==> config.mk <==
export PLATFORM = sky130hd
export DESIGN_NAME = tag_array_param
export DESIGN_NICKNAME = d
export VERILOG_FILES = /design/src/rtl/tag_array_pkg.sv /design/src/rtl/tag_entry.sv /design/src/rtl/tag_array_param.sv
export SDC_FILE = /design/constraint.sdc
export NUM_CORES = 1
export LEC_CHECK = 0
export ABC_AREA = 1
export BUFFER_PORTS_ARGS = -buffer_cell sky130_fd_sc_hd__buf_2
export CORE_MARGIN = 2
export CORE_UTILIZATION = 58
export DETAILED_ROUTE_END_ITERATION = 16
export PLACE_DENSITY = 0.88
export REMOVE_ABC_BUFFERS = 1
export SLEW_MARGIN = 20
export SYNTH_ARGS = -nofsm -noshare
export SYNTH_HDL_FRONTEND = slang
export SYNTH_HIERARCHICAL = 1
export SYNTH_SLANG_ARGS = --single-unit
==> constraint.sdc <==
create_clock -name clk -period 2 [get_ports clk]
set_input_delay 0.4 -clock clk [delete_from_list [all_inputs] [get_ports clk]]
set_output_delay 0.4 -clock clk [all_outputs]
set_load 0.02 [all_outputs]
==> src/rtl/tag_array_pkg.sv <==
// Shared defaults and flush-engine state encoding for the parametrised tag array.
package tag_array_pkg;

  localparam int DEF_TAG_W = 26;
  localparam int DEF_SETS  = 4;

  typedef enum logic [1:0] {
    IDLE  = 2'd0,
    SWEEP = 2'd1,
    DONE  = 2'd2
  } flush_state_t;

endpackage

==> src/rtl/tag_entry.sv <==
// One set of the tag store: a tag register plus its valid bit.
module tag_entry #(
  parameter int TAG_W = 26
) (
  input  logic             clk,
  input  logic             reset,
  input  logic             wr,
  input  logic [TAG_W-1:0] wr_tag,
  input  logic             inv,
  input  logic             clr,
  output logic [TAG_W-1:0] tag,
  output logic             valid
);

  // A write beats a same-cycle invalidate so a refill is never lost.
  always_ff @(posedge clk or negedge reset) begin
    if (!reset) begin
      tag   <= '0;
      valid <= 1'b0;
    end else begin
      if (wr) begin
        tag   <= wr_tag;
        valid <= 1'b1;
      end else if (inv || clr) begin
        valid <= 1'b0;
      end
    end
  end

endmodule

==> src/rtl/tag_array_param.sv <==
// Single-way tag store with registered lookup, per-set invalidate and a sequential flush engine.
module tag_array_param
  import tag_array_pkg::*;
#(
  parameter  int TAG_W = DEF_TAG_W,
  parameter  int SETS  = DEF_SETS,
  localparam int IDX_W = $clog2(SETS)
) (
  input  logic             clk,
  input  logic             reset,
  input  logic             req_valid,
  input  logic [IDX_W-1:0] req_index,
  input  logic [TAG_W-1:0] req_tag,
  output logic             req_ready,
  output logic             rsp_valid,
  output logic             rsp_hit,
  output logic [TAG_W-1:0] rsp_tag,
  output logic             rsp_line_valid,
  input  logic             wr_en,
  input  logic [IDX_W-1:0] wr_index,
  input  logic [TAG_W-1:0] wr_tag,
  input  logic             inv_en,
  input  logic [IDX_W-1:0] inv_index,
  input  logic             flush_start,
  output logic             flush_busy,
  output logic             flush_done
);

  flush_state_t state, state_next;
  logic [IDX_W-1:0] ptr;
  logic [TAG_W-1:0] tag_q [SETS];
  logic [SETS-1:0]  valid_q;
  logic [SETS-1:0]  wr_sel, inv_sel, clr_sel;
  logic             accept;
  logic             lookup;
  logic             start;
  logic             sweep_last;

  assign start      = (state == IDLE) && flush_start;
  assign accept     = req_ready && !start;
  assign lookup     = accept && req_valid;
  assign sweep_last = (ptr == IDX_W'(SETS - 1));

  always_comb begin
    wr_sel  = '0;
    inv_sel = '0;
    clr_sel = '0;
    for (int i = 0; i < SETS; i++) begin
      wr_sel[i]  = accept && wr_en  && (wr_index  == IDX_W'(i));
      inv_sel[i] = accept && inv_en && (inv_index == IDX_W'(i));
      clr_sel[i] = (state == SWEEP) && (ptr == IDX_W'(i));
    end
  end

  for (genvar g = 0; g < SETS; g++) begin : g_set
    tag_entry #(.TAG_W(TAG_W)) u_entry (
      .clk    (clk),
      .reset  (reset),
      .wr     (wr_sel[g]),
      .wr_tag (wr_tag),
      .inv    (inv_sel[g]),
      .clr    (clr_sel[g]),
      .tag    (tag_q[g]),
      .valid  (valid_q[g])
    );
  end

  // Response registers sample the array before this edge's write/invalidate lands.
  always_ff @(posedge clk or negedge reset) begin
    if (!reset) begin
      rsp_valid      <= 1'b0;
      rsp_hit        <= 1'b0;
      rsp_tag        <= '0;
      rsp_line_valid <= 1'b0;
    end else begin
      rsp_valid <= lookup;
      if (lookup) begin
        rsp_tag        <= tag_q[req_index];
        rsp_line_valid <= valid_q[req_index];
        rsp_hit        <= valid_q[req_index] && (tag_q[req_index] == req_tag);
      end
    end
  end

  always_ff @(posedge clk or negedge reset) begin
    if (!reset) begin
      state <= IDLE;
      ptr   <= '0;
    end else begin
      state <= state_next;
      if (start) begin
        ptr <= '0;
      end else if (state == SWEEP) begin
        ptr <= ptr + IDX_W'(1);
      end
    end
  end

  always_comb begin
    state_next = state;
    case (state)
      IDLE:    if (flush_start) state_next = SWEEP;
      SWEEP:   if (sweep_last)  state_next = DONE;
      DONE:    state_next = IDLE;
      default: state_next = IDLE;
    endcase
  end

  always_comb begin
    flush_busy = (state == SWEEP);
    flush_done = (state == DONE);
    req_ready  = (state != SWEEP);
  end

endmodule

Word level (Yosys, flattened, before mapping)
Cells that the tools add are included.
- register bits: 141
- latch bits: 0
- bits in writable memories: 0
- memory bits (read-only): 0
- input port bits: 64
- output and inout port bits: 32
- logic and storage cells: 84
- memories: 0
- $add $sub $neg: 1
- multiply operators: 0
- div/mod/pow operators: 0
- $lt $le $gt $ge: 2
- equality and inequality tests: 15
- shift operators: 0
- muxes and demuxes: 18
- bitwise operators: 1
- reduce and logical (&&, ||, !) cells: 33
- operators by type and width (cell ; count):
    binary-select mux 26 bit (select 2 bit) ; 1
    two-way mux 26 bit ; 2
    == test 26 bit ; 1
    logical AND 1 bit ; 18
    == test 2 bit, second input constant ; 7
    nonzero test 2 bit ; 5
    two-way mux 1 bit ; 9
    == test 2 x 1 -> 1 bit, second input constant ; 4
    zero test 2 bit ; 4
    two-way mux 2 bit ; 4
    logical OR 1 bit ; 4
    inequality test 2 x 1 -> 1 bit, second input constant ; 2
    one-hot mux 2 bit (2 select lines) ; 1
    greater-or-equal comparator 3 bit, second input constant ; 1
    < comparator 2 x 3 -> 1 bit, second input constant ; 1
    NOT 2 -> 3 bit ; 1
    adder 2 x 1 -> 2 bit, second input constant ; 1
    binary-select mux 1 bit (select 2 bit) ; 1
    inequality test 2 bit, second input constant ; 1
    AND reduction 2 bit ; 1
    zero test 1 bit ; 1

Logic depth before layout (Yosys ltp)
Gate-level depths: netlist of the first run.
- depth after elaboration: 9
- mapped depth: 14
- depth with buffers taken out: 13

Cells and area by module
The synthesis of the first run kept the hierarchy.
- by module, submodules not included (module ; instances ; cells an instance ; area each (um^2)):
    tag_entry ; 4 ; 114 ; 1059.8
    tag_array_param ; 1 ; 454 ; 2721.4

Worst setup path after synthesis of the first run
OpenSTA, ideal clock, no wires.
- kind: flip-flop to flip-flop
- start: reg state[0]
- end: reg g_set[0].u_entry.valid
- arrival time: 1.461 ns
- required time: 1.883 ns
- setup slack: 0.422 ns
- stages on the path, launching flop included: 8
- cells stage by stage: dfrtp_1 inv_1 nor2_1 clkinv_1 nor2_1 nor2_1 nand2_1 nand2_1
- RTL lines (what ; line ; source):
    start, declared ; tag_array_param.sv:29 ; flush_state_t state, state_next;
    start signal, assigned ; tag_array_param.sv:90 ; state <= state_next;
    == test 2 x 1 -> 1 bit ; n/a ;
    net flush_busy ; tag_array_param.sv:25 ; output logic flush_busy,
    logical AND 1 bit ; tag_array_param.sv:51 ; clr_sel[i] = (state == SWEEP) && (ptr == IDX_W'(i));
    net clr_sel[0] ; tag_array_param.sv:33 ; logic [SETS-1:0] wr_sel, inv_sel, clr_sel;
    logical OR 1 bit ; tag_entry.sv:24 ; end else if (inv || clr) begin
    nonzero test 2 bit (no source line) ; n/a ;
    end signal, assigned ; tag_entry.sv:19 ; valid <= 1'b0;
    end signal, assigned ; tag_entry.sv:23 ; valid <= 1'b1;
    end signal, assigned ; tag_entry.sv:25 ; valid <= 1'b0;
    end, declared ; tag_entry.sv:12 ; output logic valid
The timed path passes the listed nets, and every way through them passes these cells.
A chain may end at the register's enable or synchronous reset.

Worst setup path in the final report of the first run
- start: reg state[0]
- end: out req_ready
- cells in the longest elaborated chain, start to end: 1
- ends and longest elaborated chain (what ; line ; source):
    inequality test 2 x 1 -> 1 bit ; tag_array_param.sv:112 ; req_ready = (state != SWEEP);
    end, declared ; tag_array_param.sv:14 ; output logic req_ready,
Every way passes these cells.

==> results.md, run 1 <==
* Post-synth EDFFs at 0
* Register Area at ~0.0035 mm2
* Clk sink count at around 140
* Total grt overflow at 0
* Nets at 1077
* DIE AREA at about 0.013 mm2
* Yosys top cell by area: dfrtp_1
* Diodes inserted at 0
* Port Buffer Count at 95
* Simple logic cell fraction of the synthesized area at 37.2%
* R2R depth at 7
* H-tree depth at 4
* CP max FO at 8
* Post-Route WL at 17.7 mm
* DR DRC count at 0
* Post-Syn Area at a little under 0.007 mm2
* PwrDens at 1460 mW/mm2
* Register area share after synthesis at between 50% and 60%
* R2r endpoint: g_set[0].u_entry/tag[13]
* Peak VDD IR at 0.614 mV
* Area of the multi-input gates at 0.00288 mm2
* Synthesized area per cell at approximately 7.6 um2
* Post-synth cell types at 26
* Largest family of logic cells by synthesized area: simple AND/OR/NAND/NOR gates
* Min-Delay Path Class: primary input to register
* RSZ-0062 raised after global routing: false
* Worst-Skew Late Latency at around 0.43 ns
* Critical path type: register to primary output
* Final core utilization at 68.9%
* Final Max Tran Viols at 0
* Post-route ant nets at 0
* Pre-CTS setup slack at ~0.14 ns
* P_leak at ~4.5 nW
* Die H at around 110 um
* Crit path from: state[0]
* Num CTS Buffers at 17
* Antenna violations before repair at 1
* Layout cells sized above 1 at between 10% and 20%
* Setup Skew at about 0.010 ns
* Worst r2r src: state[0]
* Multiplexer area fraction after synthesis at 0%
* Post-DP Area at about 0.0075 mm2
* Yosys top cell area share at 50.7%
* YS warnings at 6
* Wirelength per Cell at between 15 and 20 um
* DRT iter0 DRCs at 557
* Vias per cell at around 5.3
* Clk slew on worst S/H paths at 0.05 ns
* Die width at 114 um
* Area Growth Syn to Fin at 17.5%
* Worst Setup End Kind: primary output
* CP endpoint: req_ready
* Relative slew slack at approximately 64%
* Complex-gate fraction of the synthesized area at under 10%
* Site Rows at 40
* Final period util at 93.8%
* Final setup viols at 0
* Vias at about 6300
* First-pass GRT wire length at 29.2 mm
* Post-route cell area at 0.00818 mm2
* CTS tree: yes
* Max-cap viol count at 0
* Starting density of the core at between 50 and 60%
* Root buffer cell: clkbuf_16
* Async set or reset register ratio after synthesis at 100%
* Tmin final at about 1.9 ns
* DP HPWL at 11.3 mm
* Setup slack, reg-to-reg at 0.27 ns
* Core ar. at 0.0119 mm2
* Vias in the first global route at roughly 6000
* Post-Synth XOR/XNOR Area at less than 1%
* Ports at between 90 and 100
* Routability cong. at between 0.7 and 0.8
* Status: finished clean
* Synth Register Bits at 141
* Gate Count Post-Synth at a little over 900
* Filler instances at about 960
* Area contributors post-synth: dfrtp_1 51%, nand2_1 28%, nand3_1 5.3%
* Worst-case clock buffer depth at 2
* Primary FF master, synth: dfrtp_1
* Final Hold Viols at 0
* Critical Path RT at ~1.6 ns
* Worst setup margin at 0.124 ns
* Worst EP arrival at around 1.5 ns
* DRT Pass-1 Iters at 5
* Fmax at around 0.53 GHz
* GRT Total Usage at roughly 29%
* CP Launch Type: register
* Slew @ Worst Pin at 0.539 ns
* Adder-cell share of the synthesized area at less than 1%
* Largest net degree at the start of global routing at between 50 and 60
[per-stage QoR]
| stage | power [mW] | setup TNS [ns] | hold WS [ns] | instances |
|---|---|---|---|---|
| 2_1_floorplan | 7.28 | -88.37 | 0.104 | 868 |
| 3_3_place_gp | 8.28 | 0 | 0.387 | 1136 |
| 3_5_place_dp | 8.48 | 0 | 0.393 | 1136 |
| 4_1_cts | 11.9 | 0 | 0.217 | 1169 |
| 5_1_grt | 12.7 | 0 | 0.220 | 1169 |
| 6_report | 11.9 | 0 | 0.222 | 1169 |
[flip-flops by register name, summed over array words and instances (netlist names)]
signal	count
rsp_hit	1
g_set.u_entry/tag	104
rsp_tag	26
ptr	2
state	2
g_set.u_entry/valid	4
rsp_valid	1
rsp_line_valid	1
[worst min-delay path by stage]
stage	slack [ns]	end	cells past startpoint	startpoint
final	0.22	g_set[3].u_entry/tag[19]	3	wr_tag[19]
after CTS	0.22	g_set[3].u_entry/tag[19]	3	wr_tag[19]
after floorplan	0.10	g_set[0].u_entry/tag[0]	0	reset
after global placement	0.39	state[0]	1	reset
after detailed placement	0.39	ptr[0]	1	reset
after global routing	0.22	g_set[1].u_entry/tag[20]	3	wr_tag[20]
[area by class of cell]
cell class | count | area share (%)
Sequential cell | 141 | 43.2
Tap cell | 147 | 2.25
Multi-Input combinational cell | 688 | 35.3
Timing Repair Buffer | 122 | 9.32
Inverter | 39 | 2.25
Clock inverter | 11 | 2.00
Clock buffer | 21 | 5.75
[cell families after synthesis]
logic type | count (synthesis)
flops | 141
fa+ha+maj | 4
simple gates | 646
compound gates | 33
buf+inv | 81
xor+xnor | 5
[worst max-delay path: stages (launching register included)]
cell      delay, ns
dfrtp_1        0.38
inv_1          0.06
nor2_1         0.17
clkinv_1       0.22
buf_2          0.22
[synth_stat cells (2+ instances only)]
library cell  count
buf_1             2
buf_2             6
buf_4             7
buf_6            20
buf_8             4
clkbuf_1          3
dfrtp_1         141
ha_1              4
inv_1            32
inv_8             4
nand2_1         518
nand2_2          20
nand3_1          74
nand3b_1          3
nor2_1           23
nor3_1            8
o21ai_0          28
xnor2_1           5
[power breakdown]
part | internal (mW) | leakage [nW] | switching [mW] | total (mW)
clock network | 2.18 | 0.309 | 1.20 | 3.37
registers | 4.23 | 1.78 | 0.832 | 5.06
logic | 1.32 | 2.43 | 2.17 | 3.49
total | 7.73 | 4.52 | 4.20 | 11.9
[repair_timing]
action / in CTS / in global routing
hold buffers: 1 / 0
endpoints found under the setup margin: 0 / 0
gates resized for setup: 0 / 0
hold endpoints to repair: 48 / 0
buffers inserted: 0 / 0
[cell usage in the layout (no fill, tap or decap), types with 17 or more instances in the layout]
master / n
clkbuf_16: 17
dfrtp_1: 141
buf_4: 20
nand3_1: 74
inv_1: 32
nand2_1: 517
buf_2: 94
nand2_2: 21
o21ai_0: 28
nor2_1: 23
[routing by layer]
metal  vias up  wire (um)  global-route usage (%)  share of wire (%)
li1       3011          -                       -                  -
met1      2900       7010                    36.1                 40
met2       291       8900                    49.4                 50
met3        46       1300                    6.16                7.4
met4         2        435                    13.0                2.5
met5         -         13                       0              0.074
Power figures use the tool's default switching activity.
==> run 2: changes to the inputs <==
--- a/config.mk
+++ b/config.mk
@@ -8,11 +8,11 @@
 export ABC_AREA = 1
 export BUFFER_PORTS_ARGS = -buffer_cell sky130_fd_sc_hd__buf_2
 export CORE_MARGIN = 2
-export CORE_UTILIZATION = 58
+export CORE_UTILIZATION = 40
 export DETAILED_ROUTE_END_ITERATION = 16
-export PLACE_DENSITY = 0.88
+export PLACE_DENSITY = 0.67
 export REMOVE_ABC_BUFFERS = 1
-export SLEW_MARGIN = 20
+export SLEW_MARGIN = 25
 export SYNTH_ARGS = -nofsm -noshare
 export SYNTH_HDL_FRONTEND = slang
 export SYNTH_HIERARCHICAL = 1
==> results.md, run 2 (synthesis results as in run 1) <==
* DRT Pass-1 Iters at 5 (unchanged)
* Crit path from: state[0]
* Hold Crit Depth at 3 (unchanged)
* Filler instances at 1759 (+83%)
* Crit-path cells: inv_1 -> nor2_1 -> clkinv_1 -> buf_2
* Setup slack, reg-to-reg at 0.30 ns (+0.03 ns)
* Final Hold Viols at 0 (unchanged)
* DP HPWL at 11.7 mm (+3.5%)
* Die width at 136 um (+20%)
* Num CTS Buffers at 17 (unchanged)
* Routability cong. at 0.797 (+0.39%)
* Area Growth Syn to Fin at 17.2%
* Peak VDD IR at 0.703 mV (+15%)
* R2R depth at 7 (unchanged)
* P_leak at 4.45 nW (-1.6%)
* Vias at 5932 (-5.1%)
* Register Area at 0.00353 mm2 (unchanged)
* Final Max Tran Viols at 0 (unchanged)
* DR DRC count at 0 (unchanged)
* RSZ-0062 raised after global routing: false
* Pre-CTS setup slack at 0.101 ns (-0.0391 ns)
* Core ar. at 0.0172 mm2 (+45%)
* PwrDens at 1380 mW/mm2 (-5.4%)
* Tmin final at 1.91 ns (+0.0349 ns)
* Worst Setup End Kind: primary output
* First-pass GRT wire length at 28.9 mm (-0.97%)
* Nets at 1071 (-0.56%)
* Most frequent cells in the layout: 517 x nand2_1, 141 x dfrtp_1, 94 x buf_2, 74 x nand3_1, 32 x inv_1
* Hold path start: wr_tag[3]
* DRT iter0 DRCs at 391 (-30%)
* Min-Delay Path Class: primary input to register
* Post-CTS Hold Buffers at 1 (unchanged)
* Worst EP arrival at 1.51 ns (+0.03 ns)
* Post-Route WL at 17.9 mm (+1.4%)
* Port Buffer Count at 95 (unchanged)
* Post-route ant nets at 0 (unchanged)
* Critical Path RT at 1.60 ns (about the same)
* Critical path type: register to primary output
* Clk sink count at 141 (unchanged)
* Largest reg by FF count: g_set.u_entry/tag
* Worst r2r src: state[0]
* Antenna violations before repair at 1 (unchanged)
* CP max FO at 8 (unchanged)
* CTS resizes at 0 (unchanged)
* Root buffer cell: clkbuf_16
* DIE AREA at 0.0185 mm2 (+43%)
* Largest net degree at the start of global routing at 54 (unchanged)
* Worst-Skew Late Latency at 0.42 ns (about the same)
* Relative slew slack at 64.7% (+0.65 points)
* Power after layout at 11.3 mW (-5.6%)
* Max-cap viol count at 0 (unchanged)
* Layout cells sized above 1 at 16.9% (-1.2 points)
* Final period util at 95.5% (+1.7 points)
* CTS tree: yes
* Status: finished clean
* Total grt overflow at 0 (unchanged)
* Top Registers: g_set.u_entry/tag: 104 flops, rsp_tag: 26 flops, g_set.u_entry/valid: 4 flops
* Fmax at 0.523 GHz (-1.8%)
* Vias in the first global route at 5613 (-9.1%)
* CP Launch Type: register
* Slowest cell on the critical path: dfrtp_1
* Hold EP: g_set[2].u_entry/tag[3]
* Postcts setup bufs at 0 (unchanged)
* Starting density of the core at 40.5% (-18 points)
* R2r endpoint: g_set[2].u_entry/tag[16]
* Setup Skew at 0.00524 ns (-0.00489 ns)
* Die H at 136 um (+20%)
* Slew @ Worst Pin at 0.530 ns (-0.00971 ns)
* Wirelength per Cell at 14.4 um (-4.4%)
* Area of the multi-input gates at 0.00288 mm2 (unchanged)
* Worst setup margin at 0.0896 ns (-0.0349 ns)
* Site Rows at 48 (+20%)
* Vias per cell at 4.79 (-10%)
* Worst-case clock buffer depth at 2 (unchanged)
* Max reg flops at 104 (unchanged)
* Commonest non-fill, non-tap cell in the layout: nand2_1
* Ports at 96 (unchanged)
* CP max stage delay at 0.38 ns (about the same)
* Clk slew on worst S/H paths at 0.05 ns (about the same)
* Final setup viols at 0 (unchanged)
* H-tree depth at 4 (unchanged)
* GRT Total Usage at 20.6% (-8.5 points)
==> run 2: cell type report <==
cell class	instances	area share, %
Clock buffer	28	6.34
Clock inverter	1	0.0614
Tap cell	225	3.45
Antenna cell	1	0.0307
Timing Repair Buffer	116	9.25
Multi-Input combinational cell	688	35.4
Inverter	39	2.25
Sequential cell	141	43.3
==> run 2: routing by layer <==
layer / vias to the layer above / global-route usage (%) / wire length, um
li1: 2995 / - / -
met4: 0 / 7.52 / 327
met2: 154 / 34.5 / 8830
met3: 24 / 4.10 / 824
met1: 2759 / 26.4 / 7910
met5: - / 0 / 0
==> run 2: worst max-delay path by stage <==
| stage | end | slack, ns |
|---|---|---|
| final | req_ready | 0.09 |
| after global routing | req_ready | 0.007 |
| after CTS | req_ready | 0.05 |
| after detailed placement | rsp_hit | 0.10 |
| after global placement | rsp_hit | 0.12 |
| after floorplan | g_set[0].u_entry/tag[0] | -0.82 |
==> run 2: power breakdown <==
| part | leakage, nW | total, mW | switching [mW] | internal (mW) |
|---|---|---|---|---|
| Combinational | 2.41 | 3.40 | 2.09 | 1.32 |
| Sequential | 1.78 | 5.03 | 0.794 | 4.23 |
| Clock | 0.256 | 2.82 | 1.10 | 1.73 |
==> run 2: through the flow <==
| stage | utilization [%] | setup TNS (ns) | instances | area [um2] | hold slack, ns |
|---|---|---|---|---|---|
| after floorplan | - | -88.37 | 868 | 6570 | 0.104 |
| after global placement | 44.4 | 0 | 1208 | 7620 | 0.394 |
| after detailed placement | 44.4 | 0 | 1208 | 7620 | 0.394 |
| after CTS | 47.5 | 0 | 1238 | 8150 | 0.213 |
| after global routing | 47.5 | 0 | 1238 | 8150 | 0.228 |
| final | 47.5 | 0 | 1239 | 8160 | 0.230 |
==> run 2: critical path, delay by kind of cell (launching register included) <==
| kind | cells | cell delay (ns) |
|---|---|---|
| simple gates | 1 | 0.17 |
| buf+inv | 3 | 0.54 |
| flops | 1 | 0.38 |
==> run 3: changes to the inputs <==
--- a/config.mk
+++ b/config.mk
@@ -8,9 +8,9 @@
 export ABC_AREA = 1
 export BUFFER_PORTS_ARGS = -buffer_cell sky130_fd_sc_hd__buf_2
 export CORE_MARGIN = 2
-export CORE_UTILIZATION = 40
+export CORE_UTILIZATION = 35
 export DETAILED_ROUTE_END_ITERATION = 16
-export PLACE_DENSITY = 0.67
+export PLACE_DENSITY = 0.61
 export REMOVE_ABC_BUFFERS = 1
 export SLEW_MARGIN = 25
 export SYNTH_ARGS = -nofsm -noshare
==> results.md, run 3 (synthesis results as in run 1) <==
* Area Growth Syn to Fin at 20.5%
* Peak VDD IR at 0.635 mV (-9.7%)
* Starting density of the core at 35.8% (-4.8 points)
* Post-Layout Cell Count at 1289 (+4.0%)
* R2R depth at 7 (unchanged)
* Relative slew slack at 74.7% (+10 points)
* Top Registers: g_set.u_entry/tag: 104 flops, rsp_tag: 26 flops, g_set.u_entry/valid: 4 flops
* Hold Crit Depth at 3 (unchanged)
* Max-cap viol count at 0 (unchanged)
* H-tree depth at 4 (unchanged)
* CP max FO at 8 (unchanged)
* Post-route ant nets at 0 (unchanged)
* Vias per cell at 4.66 (-2.6%)
* Largest net degree at the start of global routing at 56 (+3.7%)
* Routability cong. at 0.773 (-3.0%)
* Crit path from: state[0]
* Nets at 1079 (+0.75%)
* DRT iter0 DRCs at 404 (+3.3%)
* Largest reg by FF count: g_set.u_entry/tag
* Worst Setup End Kind: primary output
* Final core utilization at 43.1% (-4.4 points)
* CTS tree: yes
* Setup slack, reg-to-reg at 0.36 ns (+0.06 ns)
* Clk sink count at 141 (unchanged)
* R2r endpoint: g_set[0].u_entry/tag[3]
* Num CTS Buffers at 17 (unchanged)
* Worst r2r src: state[0]
* Site Rows at 51 (+6.3%)
* Worst-Skew Late Latency at 0.43 ns (about the same)
* P_leak at 4.56 nW (+2.4%)
* Ports at 96 (unchanged)
* DRT Pass-1 Iters at 5 (unchanged)
* GRT Total Usage at 18.6% (-1.9 points)
* Vias in the first global route at 5856 (+4.3%)
* Final Max Tran Viols at 0 (unchanged)
* Status: finished clean
* RSZ-0062 raised after global routing: false
* Max reg flops at 104 (unchanged)
* Tmin final at 1.77 ns (-0.143 ns)
* Clk slew on worst S/H paths at 0.06 ns (about the same)
* Critical Path RT at 1.60 ns (about the same)
* Commonest non-fill, non-tap cell in the layout: nand2_1
* PwrDens at 1400 mW/mm2 (+1.3%)
* Post-Route WL at 18.9 mm (+5.9%)
* Die width at 145 um (+6.7%)
* Inst Count DP at 1256 (+4.0%)
* DR DRC count at 0 (unchanged)
* Setup Skew at 0.00729 ns (+0.00206 ns)
* DP HPWL at 12.6 mm (+7.8%)
* Min-Delay Path Class: primary input to register
* Slew @ Worst Pin at 0.380 ns (-0.150 ns)
* Critical path type: register to primary output
* Wirelength per Cell at 14.7 um (+1.7%)
* Final period util at 88.4% (-7.2 points)
* Worst EP arrival at 1.37 ns (-0.14 ns)
* CP Launch Type: register
* Antenna violations before repair at 1 (unchanged)
* Fmax at 0.566 GHz (+8.1%)
* CP endpoint: req_ready
* Total grt overflow at 0 (unchanged)
* Most frequent cells in the layout: 517 x nand2_1, 141 x dfrtp_1, 94 x buf_2, 74 x nand3_1, 32 x inv_1
* Vias at 6013 (+1.4%)
* Worst-case clock buffer depth at 2 (unchanged)
* Layout cells sized above 1 at 18.1% (+1.2 points)
* Root buffer cell: clkbuf_16
* Core ar. at 0.0195 mm2 (+13%)
* Final setup viols at 0 (unchanged)
* First-pass GRT wire length at 30.9 mm (+6.8%)
* DIE AREA at 0.0210 mm2 (+14%)
* Final Hold Viols at 0 (unchanged)
* Port Buffer Count at 95 (unchanged)
* Die H at 145 um (+6.7%)
==> run 3: through the flow <==
step                setup slack (ns)  setup TNS, ns  hold WS (ns)  power (mW)  instance area, um2
detailed placement             0.145              0         0.336        8.52                7770
CTS                           0.0340              0         0.214        11.8                8380
global placement               0.162              0         0.336        8.40                7770
global route                   0.133              0         0.227        12.6                8380
floorplan                     -0.824         -88.37         0.104        7.28                6570
finish                         0.233              0         0.226        11.7                8380
==> run 3: where the power goes <==
part           internal (mW)  switching [mW]
sequential              4.23           0.768
clock                   2.08            1.18
combinational           1.34            2.12
total                   7.65            4.06
==> run 3: metal layers <==
layer | vias to the layer above | GRT usage [%] | wire length, um
li1 | 3015 | - | -
met1 | 2840 | 24.6 | 8790
met2 | 140 | 30.8 | 9010
met3 | 18 | 3.87 | 932
met4 | 0 | 5.79 | 216
met5 | - | 0 | 0
==> run 3: layout make-up <==
class	instances	area [um2]
Antenna cell	1	2.50
Clock buffer	24	492
Clock inverter	7	110
Fill cell	1992	11100
Inverter	39	184
Multi-Input combinational cell	688	2880
Sequential cell	141	3530
Tap cell	265	332
Timing Repair Buffer	124	852
==> run 3: what timing repair did <==
item | in CTS | in global routing
buffers inserted | 0 | 0
endpoints found under the hold margin | 31 | 0
endpoints found under the setup margin | 0 | 1
hold buffers | 1 | 0
gates resized for setup | 0 | 1
==> run 3: worst max-delay path, cell delays in order (launching register included) <==
cell     delay, ns
dfrtp_1       0.38
inv_1         0.07
nor2_1        0.20
inv_2         0.12
buf_2         0.18
==> run 3: worst min-delay path by stage <==
stage / from / endpoint / slack, ns
2_1_floorplan: reset / g_set[0].u_entry/tag[0] / 0.10
3_3_place_gp: reset / ptr[0] / 0.34
3_5_place_dp: reset / ptr[0] / 0.34
4_1_cts: wr_tag[23] / g_set[0].u_entry/tag[23] / 0.21
5_1_grt: wr_tag[2] / g_set[1].u_entry/tag[2] / 0.23
6_report: wr_tag[9] / g_set[3].u_entry/tag[9] / 0.23
